## src/rtl/decam_key_sweep_ctrl.sv

```systemverilog
// Key-sweep controller for a camouflaged netlist: applies each oracle test
// vector under every still-live candidate key and eliminates keys whose
// response disagrees with the oracle, stopping early once the key is unique.
module decam_key_sweep_ctrl #(
  parameter int PI_W   = 36,
  parameter int PO_W   = 7,
  parameter int KEY_W  = 2,
  parameter int SETTLE = 2
) (
  input  logic                  clk,
  input  logic                  rst,
  input  logic                  start,
  input  logic                  vec_valid,
  output logic                  vec_ready,
  input  logic [PI_W-1:0]       vec_pi,
  input  logic [PO_W-1:0]       vec_po,
  input  logic                  vec_last,
  output logic [PI_W-1:0]       pi_out,
  output logic [KEY_W-1:0]      key_out,
  input  logic [PO_W-1:0]       po_in,
  output logic                  busy,
  output logic                  done,
  output logic [(2**KEY_W)-1:0] survivors,
  output logic [KEY_W-1:0]      key_value,
  output logic                  resolved,
  output logic                  no_key
);

  localparam int NK = 2**KEY_W;
  localparam logic [3:0] SETTLE_LAST = 4'(SETTLE - 1);
  localparam logic [KEY_W-1:0] K_LAST = KEY_W'(NK - 1);

  typedef enum logic [2:0] {
    IDLE,
    WAIT_VEC,
    APPLY,
    CHECK,
    DONE
  } state_t;

  state_t            state_q, state_d;
  logic [NK-1:0]     surv_q, surv_d;
  logic [KEY_W-1:0]  k_q, k_d;
  logic [3:0]        cnt_q, cnt_d;
  logic [PI_W-1:0]   pi_cap_q, pi_cap_d;
  logic [PO_W-1:0]   po_cap_q, po_cap_d;
  logic              last_q, last_d;
  logic [PI_W-1:0]   pi_out_q, pi_out_d;
  logic [KEY_W-1:0]  key_out_q, key_out_d;
  logic              done_q, done_d;
  logic              advance;
  logic [KEY_W-1:0]  k_next;
  logic [KEY_W-1:0]  lowest;

  function automatic logic [KEY_W:0] popcount(input logic [NK-1:0] v);
    logic [KEY_W:0] c;
    c = '0;
    for (int i = 0; i < NK; i++) c = c + (KEY_W+1)'(v[i]);
    return c;
  endfunction

  // State and datapath registers, all cleared asynchronously by rst
  always_ff @(posedge clk or posedge rst) begin
    if (rst) begin
      state_q   <= IDLE;
      surv_q    <= '1;
      k_q       <= '0;
      cnt_q     <= '0;
      pi_cap_q  <= '0;
      po_cap_q  <= '0;
      last_q    <= 1'b0;
      pi_out_q  <= '0;
      key_out_q <= '0;
      done_q    <= 1'b0;
    end else begin
      state_q   <= state_d;
      surv_q    <= surv_d;
      k_q       <= k_d;
      cnt_q     <= cnt_d;
      pi_cap_q  <= pi_cap_d;
      po_cap_q  <= po_cap_d;
      last_q    <= last_d;
      pi_out_q  <= pi_out_d;
      key_out_q <= key_out_d;
      done_q    <= done_d;
    end
  end

  // Next-state logic: the netlist drive is loaded only when stepping onto a live key,
  // so dead keys are skipped without disturbing pi_out/key_out
  always_comb begin
    state_d   = state_q;
    surv_d    = surv_q;
    k_d       = k_q;
    cnt_d     = cnt_q;
    pi_cap_d  = pi_cap_q;
    po_cap_d  = po_cap_q;
    last_d    = last_q;
    pi_out_d  = pi_out_q;
    key_out_d = key_out_q;
    done_d    = done_q;
    advance   = 1'b0;
    k_next    = k_q + KEY_W'(1);

    case (state_q)
      IDLE, DONE: begin
        if (start) begin
          surv_d  = '1;
          k_d     = '0;
          cnt_d   = '0;
          done_d  = 1'b0;
          state_d = WAIT_VEC;
        end
      end
      WAIT_VEC: begin
        if (vec_valid) begin
          pi_cap_d = vec_pi;
          po_cap_d = vec_po;
          last_d   = vec_last;
          k_d      = '0;
          cnt_d    = '0;
          state_d  = APPLY;
          if (surv_q[0]) begin
            pi_out_d  = vec_pi;
            key_out_d = '0;
          end
        end
      end
      APPLY: begin
        if (!surv_q[k_q]) begin
          advance = 1'b1;
        end else if (cnt_q == SETTLE_LAST) begin
          cnt_d   = '0;
          state_d = CHECK;
        end else begin
          cnt_d = cnt_q + 4'd1;
        end
      end
      CHECK: begin
        if (po_in != po_cap_q) surv_d[k_q] = 1'b0;
        advance = 1'b1;
      end
      default: state_d = IDLE;
    endcase

    if (advance) begin
      if (k_q == K_LAST) begin
        if (last_q || (popcount(surv_d) <= (KEY_W+1)'(1))) begin
          state_d = DONE;
          done_d  = 1'b1;
        end else begin
          state_d = WAIT_VEC;
        end
      end else begin
        k_d     = k_next;
        state_d = APPLY;
        if (surv_d[k_next]) begin
          key_out_d = k_next;
          pi_out_d  = pi_cap_q;
        end
      end
    end
  end

  // Lowest-index survivor, used as the reported key
  always_comb begin
    lowest = '0;
    for (int i = NK - 1; i >= 0; i--) begin
      if (surv_q[i]) lowest = KEY_W'(i);
    end
  end

  assign vec_ready = (state_q == WAIT_VEC);
  assign busy      = (state_q != IDLE) && (state_q != DONE);
  assign done      = done_q;
  assign pi_out    = pi_out_q;
  assign key_out   = key_out_q;
  assign survivors = surv_q;
  assign key_value = done_q ? lowest : '0;
  assign resolved  = done_q && (popcount(surv_q) == (KEY_W+1)'(1));
  assign no_key    = done_q && (surv_q == '0);

endmodule

```

## config.mk

```make
export PLATFORM = sky130hd
export DESIGN_NAME = decam_key_sweep_ctrl
export DESIGN_NICKNAME = d
export VERILOG_FILES = /design/src/rtl/decam_key_sweep_ctrl.sv
export SDC_FILE = /design/constraint.sdc
export NUM_CORES = 1
export LEC_CHECK = 0
export CORE_MARGIN = 1.5
export CORE_UTILIZATION = 57
export DETAILED_ROUTE_END_ITERATION = 6
export DONT_BUFFER_PORTS = 1
export MAX_ROUTING_LAYER = met4
export PLACE_DENSITY = 0.73
export SYNTH_ARGS = -nofsm -noshare
export SYNTH_HDL_FRONTEND = slang
export SYNTH_SLANG_ARGS = --single-unit
```

## constraint.sdc

```tcl
create_clock -name clk -period 3.2 [get_ports clk]
set_input_delay 0.64 -clock clk [delete_from_list [all_inputs] [get_ports clk]]
set_output_delay 0.64 -clock clk [all_outputs]
set_load 0.02 [all_outputs]
```

=== After elaboration in Yosys (flattened, before gate mapping) ===
Cells that the tools add are included.

* Flip-flop bits (word level): 96
* Bits in latches: 0
* Bits in writable memories: 0
* Bits in read-only memories: 0
* Output and inout bits: 49
* Memories kept: 0

* Add/subtract/negate cells: 8
* $mul: 0
* Div/mod/pow operators: 0
* Magnitude comparators: 4
* Eq/ne operators: 17
* Shift operators: 0
* Multiplexer cells: 51
* Bitwise logic cells: 2
* Reduce and logical (&&, ||, !) cells: 13

{| class="wikitable"
|+ Operator list
! cell !! count
|-
| $mux 36 || 6
|-
| $mux 2 || 15
|-
| $mux 4 || 6
|-
| $mux 3 || 7
|-
| $ne 3x3->1 const B || 4
|-
| $pmux 3 s4 || 1
|-
| $pmux 4 s3 || 1
|-
| $mux 1 || 9
|-
| $ne 2x2->1 const B || 4
|-
| $pmux 4 s2 || 1
|-
| $ne 7x7->1 || 1
|-
| $add 2x1->3 || 2
|-
| $add 3x1->3 || 2
|-
| $eq 3x1->1 const B || 2
|-
| $eq 3x2->1 const B || 2
|-
| $lt 2x3->1 const B || 2
|-
| $reduce_bool 3->1 || 2
|-
| $reduce_and 5->1 || 1
|-
| $add 1x1->2 || 2
|-
| $add 4x1->4 const B || 1
|-
| $and 4x4->4 || 1
|-
| $bmux 1 s2 || 2
|-
| $eq 4x1->1 const B || 1
|-
| $logic_and 1x1->1 || 4
|-
| other kinds (16) || 16
|}

=== Longest topological paths before layout ===
* Depth in word-level cells: 16
* Gate-level depth with buffers: 10

=== Worst setup path after synthesis ===
Ideal clock, no wire load.

* Path type: register -> output
* Start: register surv_q[0] (netlist: survivors[0])
* End: output resolved
* Arrival time: 2.233 ns
* Data required time: 2.560 ns
* Path slack: 0.327 ns
* Stages on the path, launching flop included: 7
* Path buffers: 0
* Cells stage by stage: dfstp_2 -> inv_1 -> fa_1 -> inv_1 -> ha_1 -> ha_1 -> nor3_1

* Word-level cells in the longest chain between the ends: 5

{| class="wikitable"
|+ Ends and longest elaborated chain
! element !! RTL line !! source
|-
| start: declaration || 42 || <nowiki>logic [NK-1:0] surv_q, surv_d;</nowiki>
|-
| start signal: assignment || 77 || <nowiki>surv_q <= surv_d;</nowiki>
|-
| $add 1x1->2 || 58 || <nowiki>for (int i = 0; i < NK; i++) c = c + (KEY_W+1)'(v[i]);</nowiki>
|-
| $add 2x1->3 || 58 ||
|-
| $add 3x1->3 || 58 ||
|-
| $eq 3x1->1 || 180 || <nowiki>assign resolved = done_q && (popcount(surv_q) == (KEY_W+1)'(1));</nowiki>
|-
| $logic_and 1x1->1 || 180 ||
|-
| end: declaration || 25 || <nowiki>output logic resolved,</nowiki>
|}

Every way passes these cells.

=== Final worst setup path ===
Ends and elaborated chain as after synthesis.

==> flow_summary_export.csv <==
group,metric,value,unit
critical_path,crit_fanout,5,
place,dpl_cell_area,4870,µm²
cts,clock_path_buffers,2,
route,drc_errors,0,
critical_path,cp-start-kind,"register",
layout,design_area,5070,µm²
critical_path,critPathArrivalTime,2.41,ns
synth,avgSynthCellArea,13.9,µm²
route,firstDrtPassIters,4,
place,portBuffers,0,
grt,grt_start_max_net_pins,55,
timing,relSlewSlack,0.383,
cts,path_clk_slew,0.09,ns
floorplanning,die_h,94.6,µm
synth,synth-seq-cells,96,
synth,synth_ff_type,"dfrtp_1",
cts,cts_buffers,9,
timing,timing.final.crit_share,0.954,
floorplanning,die_w,94.6,µm
synth,synth_edf_count,0,
worst_hold_path,min_path_type,"input pin to async pin",
layout,diodes,0,
route,routed_via_density,6.02,
synth,syn_area,4780,µm²
cts,clkSinkCount,96,
critical_path,max_stage_delay,0.68,ns
floorplanning,io_pins,104,
critical_path,cp_data_required_time,2.56,ns
timing,tns,0,ns
floorplanning,rows,33,
place,gp_congestion,0.863,
synth,yosysSeqAreaShare,0.503,
critical_path,cp_common_cell,"ha_1",
floorplanning,initial_utilization,0.585,
timing,rsz0062_at_grt,"false",
timing,finalSetupViolCount,0,
timing,fin_worst_skew,0.00927,ns
floorplanning,dieArea,8950,µm²
cts,htreeDepth,3,
pwr,ir_drop,0.000603,V
critical_path,cp_slowest_cell,"dfstp_2",
floorplanning,core,8180,µm²
status,status,"completed",
route,vias,2755,
synth,synth_cell_type_count,48,
timing,timing_hold_violations_final,0,
critical_path,startpoint,"survivors[0]$_DFF_PP1_",
route,ant_nets,0,
grt,antenna_found_initial,0,
place,place_hpwl,5990,µm
pwr,finalPower,6.15,mW
cts,root_buffer,"clkbuf_8",
place,placedCellCount,442,
route,wirelength,8710,µm
critical_path,reg2reg_setup_slack,0.43,ns
synth,synth_nets,409,
layout,instances_no_fill,458,
timing,worst_pin_slew,0.914,ns
synth,postSynth.asyncResetShare,1.00,
synth,syn_inst,343,
synth,yosysWarnings,0,
critical_path,end_kind,"primary output",
pwr,powerDensity,1210,nW/µm²
critical_path,path_class,"register to primary output",
route,wl_per_cell,19.0,µm
grt,gr-total-overflow,0,
layout,final_layout_size_suffix_gt1_frac,0.448,
cts,hold_buffers,0,
timing,layout_min_cycle_time,3.05,ns
critical_path,r2r_end,"pi_out[14]$_DFF_PP0_",
layout,final_nets,414,
run,drv_cap,0,
critical_path,worstReg2RegStart,"k_q[0]$_DFF_PP0_",
timing,clock.fmax,328,MHz
cts,clock_latency,0.35,ns
critical_path,cp_cell_sequence,"inv_2 > fa_1 > inv_1 > ha_1 > ha_1 > nor3_2 > buf_4",
critical_path,worstSetupEndpoint,"resolved",
critical_path,rr_worst_depth,8,
grt,grt_pass1_wl,14000,µm
timing,slew_violations,0,
grt,grt_pass1_vias,2832,
cts,cts_tree,"yes",
grt,grt.total_usage,0.210,
route,drtIter0Drc,105,
cts,post_cts_buffers,0,
pwr,leakage,2.22,nW
layout,area_delta_synth_final,5.91,%
[cell type report]
cell class | count | area (µm²)
Tap cell | 105 | 131
Clock buffer | 13 | 169
Fill cell | 645 | 3110
Clock inverter | 3 | 23.8
Sequential cell | 96 | 2410
Multi-Input combinational cell | 220 | 2210
Timing Repair Buffer | 6 | 70.1
Inverter | 15 | 58.8
[metal layers]
| metal | track usage | wire length (µm) | vias up |
|---|---|---|---|
| met1 | 0.259 | 3660 | 1405 |
| met2 | 0.337 | 4360 | 98 |
| li1 | - | - | 1240 |
| met5 | - | 0 | - |
| met4 | 0.0522 | 89 | 0 |
| met3 | 0.0684 | 598 | 12 |
[registers in the layout (all words and copies together) (netlist names)]
| register | count |
|---|---|
| last_q | 1 |
| pi_cap_q | 36 |
| done | 1 |
| key_out | 2 |
| survivors | 4 |
| cnt_q | 4 |
| po_cap_q | 7 |
| state_q | 3 |
| k_q | 2 |
| pi_out | 36 |
[worst min-delay path by stage]
stage / end / start / slack, ns
detailed placement: cnt_q[3]$_DFFE_PP0P_ / cnt_q[3]$_DFFE_PP0P_ / 0.46
CTS: pi_out[32]$_DFF_PP0_ / rst / 0.28
floorplan: cnt_q[3]$_DFFE_PP0P_ / cnt_q[3]$_DFFE_PP0P_ / 0.44
global route: pi_out[32]$_DFF_PP0_ / rst / 0.30
global placement: cnt_q[3]$_DFFE_PP0P_ / cnt_q[3]$_DFFE_PP0P_ / 0.46
finish: pi_out[30]$_DFF_PP0_ / rst / 0.26
[cell usage in the layout, fill, tap and decap left out, types with 3 or more instances in the layout]
cell and count:
clkbuf_8 12, nor2_1 6, buf_4 4, dfstp_2 4
nand2b_1 3, nor3_1 4, a21oi_1 8, dfrtp_1 92
nand2_1 14, a22oi_1 3, nand3_1 3, xor2_1 4
mux2_2 82, ha_1 9, mux2_4 34, o21ai_0 14
inv_1 12, xnor2_1 3
[cells by family after synthesis]
kind of cell / after synthesis / synth area share
muxes: 118 / 0.304
adders and majority gates: 11 / 0.0319
DFF: 96 / 0.503
xor gates and xnor gates: 7 / 0.0128
buffers and inverters: 27 / 0.0366
and+or+nand+nor: 44 / 0.0541
AOI/OAI and AO/OA: 40 / 0.0575
[report_power, final]
part	total, mW	internal, mW	switching (mW)
registers	2.64	1.85	0.787
logic	2.75	1.62	1.13
clock network	0.764	0.350	0.414
[worst max-delay path, delay by kind of cell, from the launching register on]
family                     cells  cell delay, ns
adders and majority gates      3            1.00
DFF                            1            0.68
buffers and inverters          3            0.29
and+or+nand+nor                1            0.11
[per-stage QoR]
stage	utilization	hold WS, ns	setup slack [ns]
2_1_floorplan	-	0.440	0.0612
4_1_cts	0.619	0.276	0.0246
5_1_grt	0.620	0.298	0.0272
3_3_place_gp	0.596	0.457	0.365
6_report	0.620	0.262	0.149
3_5_place_dp	0.596	0.461	0.293
[cell usage after synthesis, types with 2 or more instances]
| library cell | number | area, µm² |
|---|---|---|
| fa_1 | 2 | 40.0 |
| a22oi_1 | 3 | 22.5 |
| mux2_2 | 82 | 923 |
| o21ai_0 | 14 | 70.1 |
| a21oi_1 | 8 | 40.0 |
| nand2_1 | 14 | 52.6 |
| buf_2 | 2 | 10.0 |
| nand3_1 | 3 | 15.0 |
| dfstp_2 | 4 | 105 |
| a32o_1 | 2 | 20.0 |
| buf_12 | 3 | 60.1 |
| clkbuf_1 | 4 | 15.0 |
| ha_1 | 9 | 113 |
| nand2b_1 | 3 | 18.8 |
| nor2_1 | 6 | 22.5 |
| or2_2 | 2 | 12.5 |
| xor2_1 | 4 | 35.0 |
| dfrtp_1 | 92 | 2300 |
| buf_6 | 3 | 33.8 |
| inv_1 | 14 | 52.6 |
| mux2i_1 | 2 | 20.0 |
| mux2_4 | 34 | 510 |
| nor3_1 | 5 | 25.0 |
| xnor2_1 | 3 | 26.3 |
| o31ai_1 | 2 | 15.0 |
[what timing repair did]
action | in CTS | in global routing
gates resized for setup | 1 | 1
pin swaps | 0 | 1
gates cloned | 0 | 0
setup endpoints to repair | 1 | 1
(Power assumes the default switching activity.)
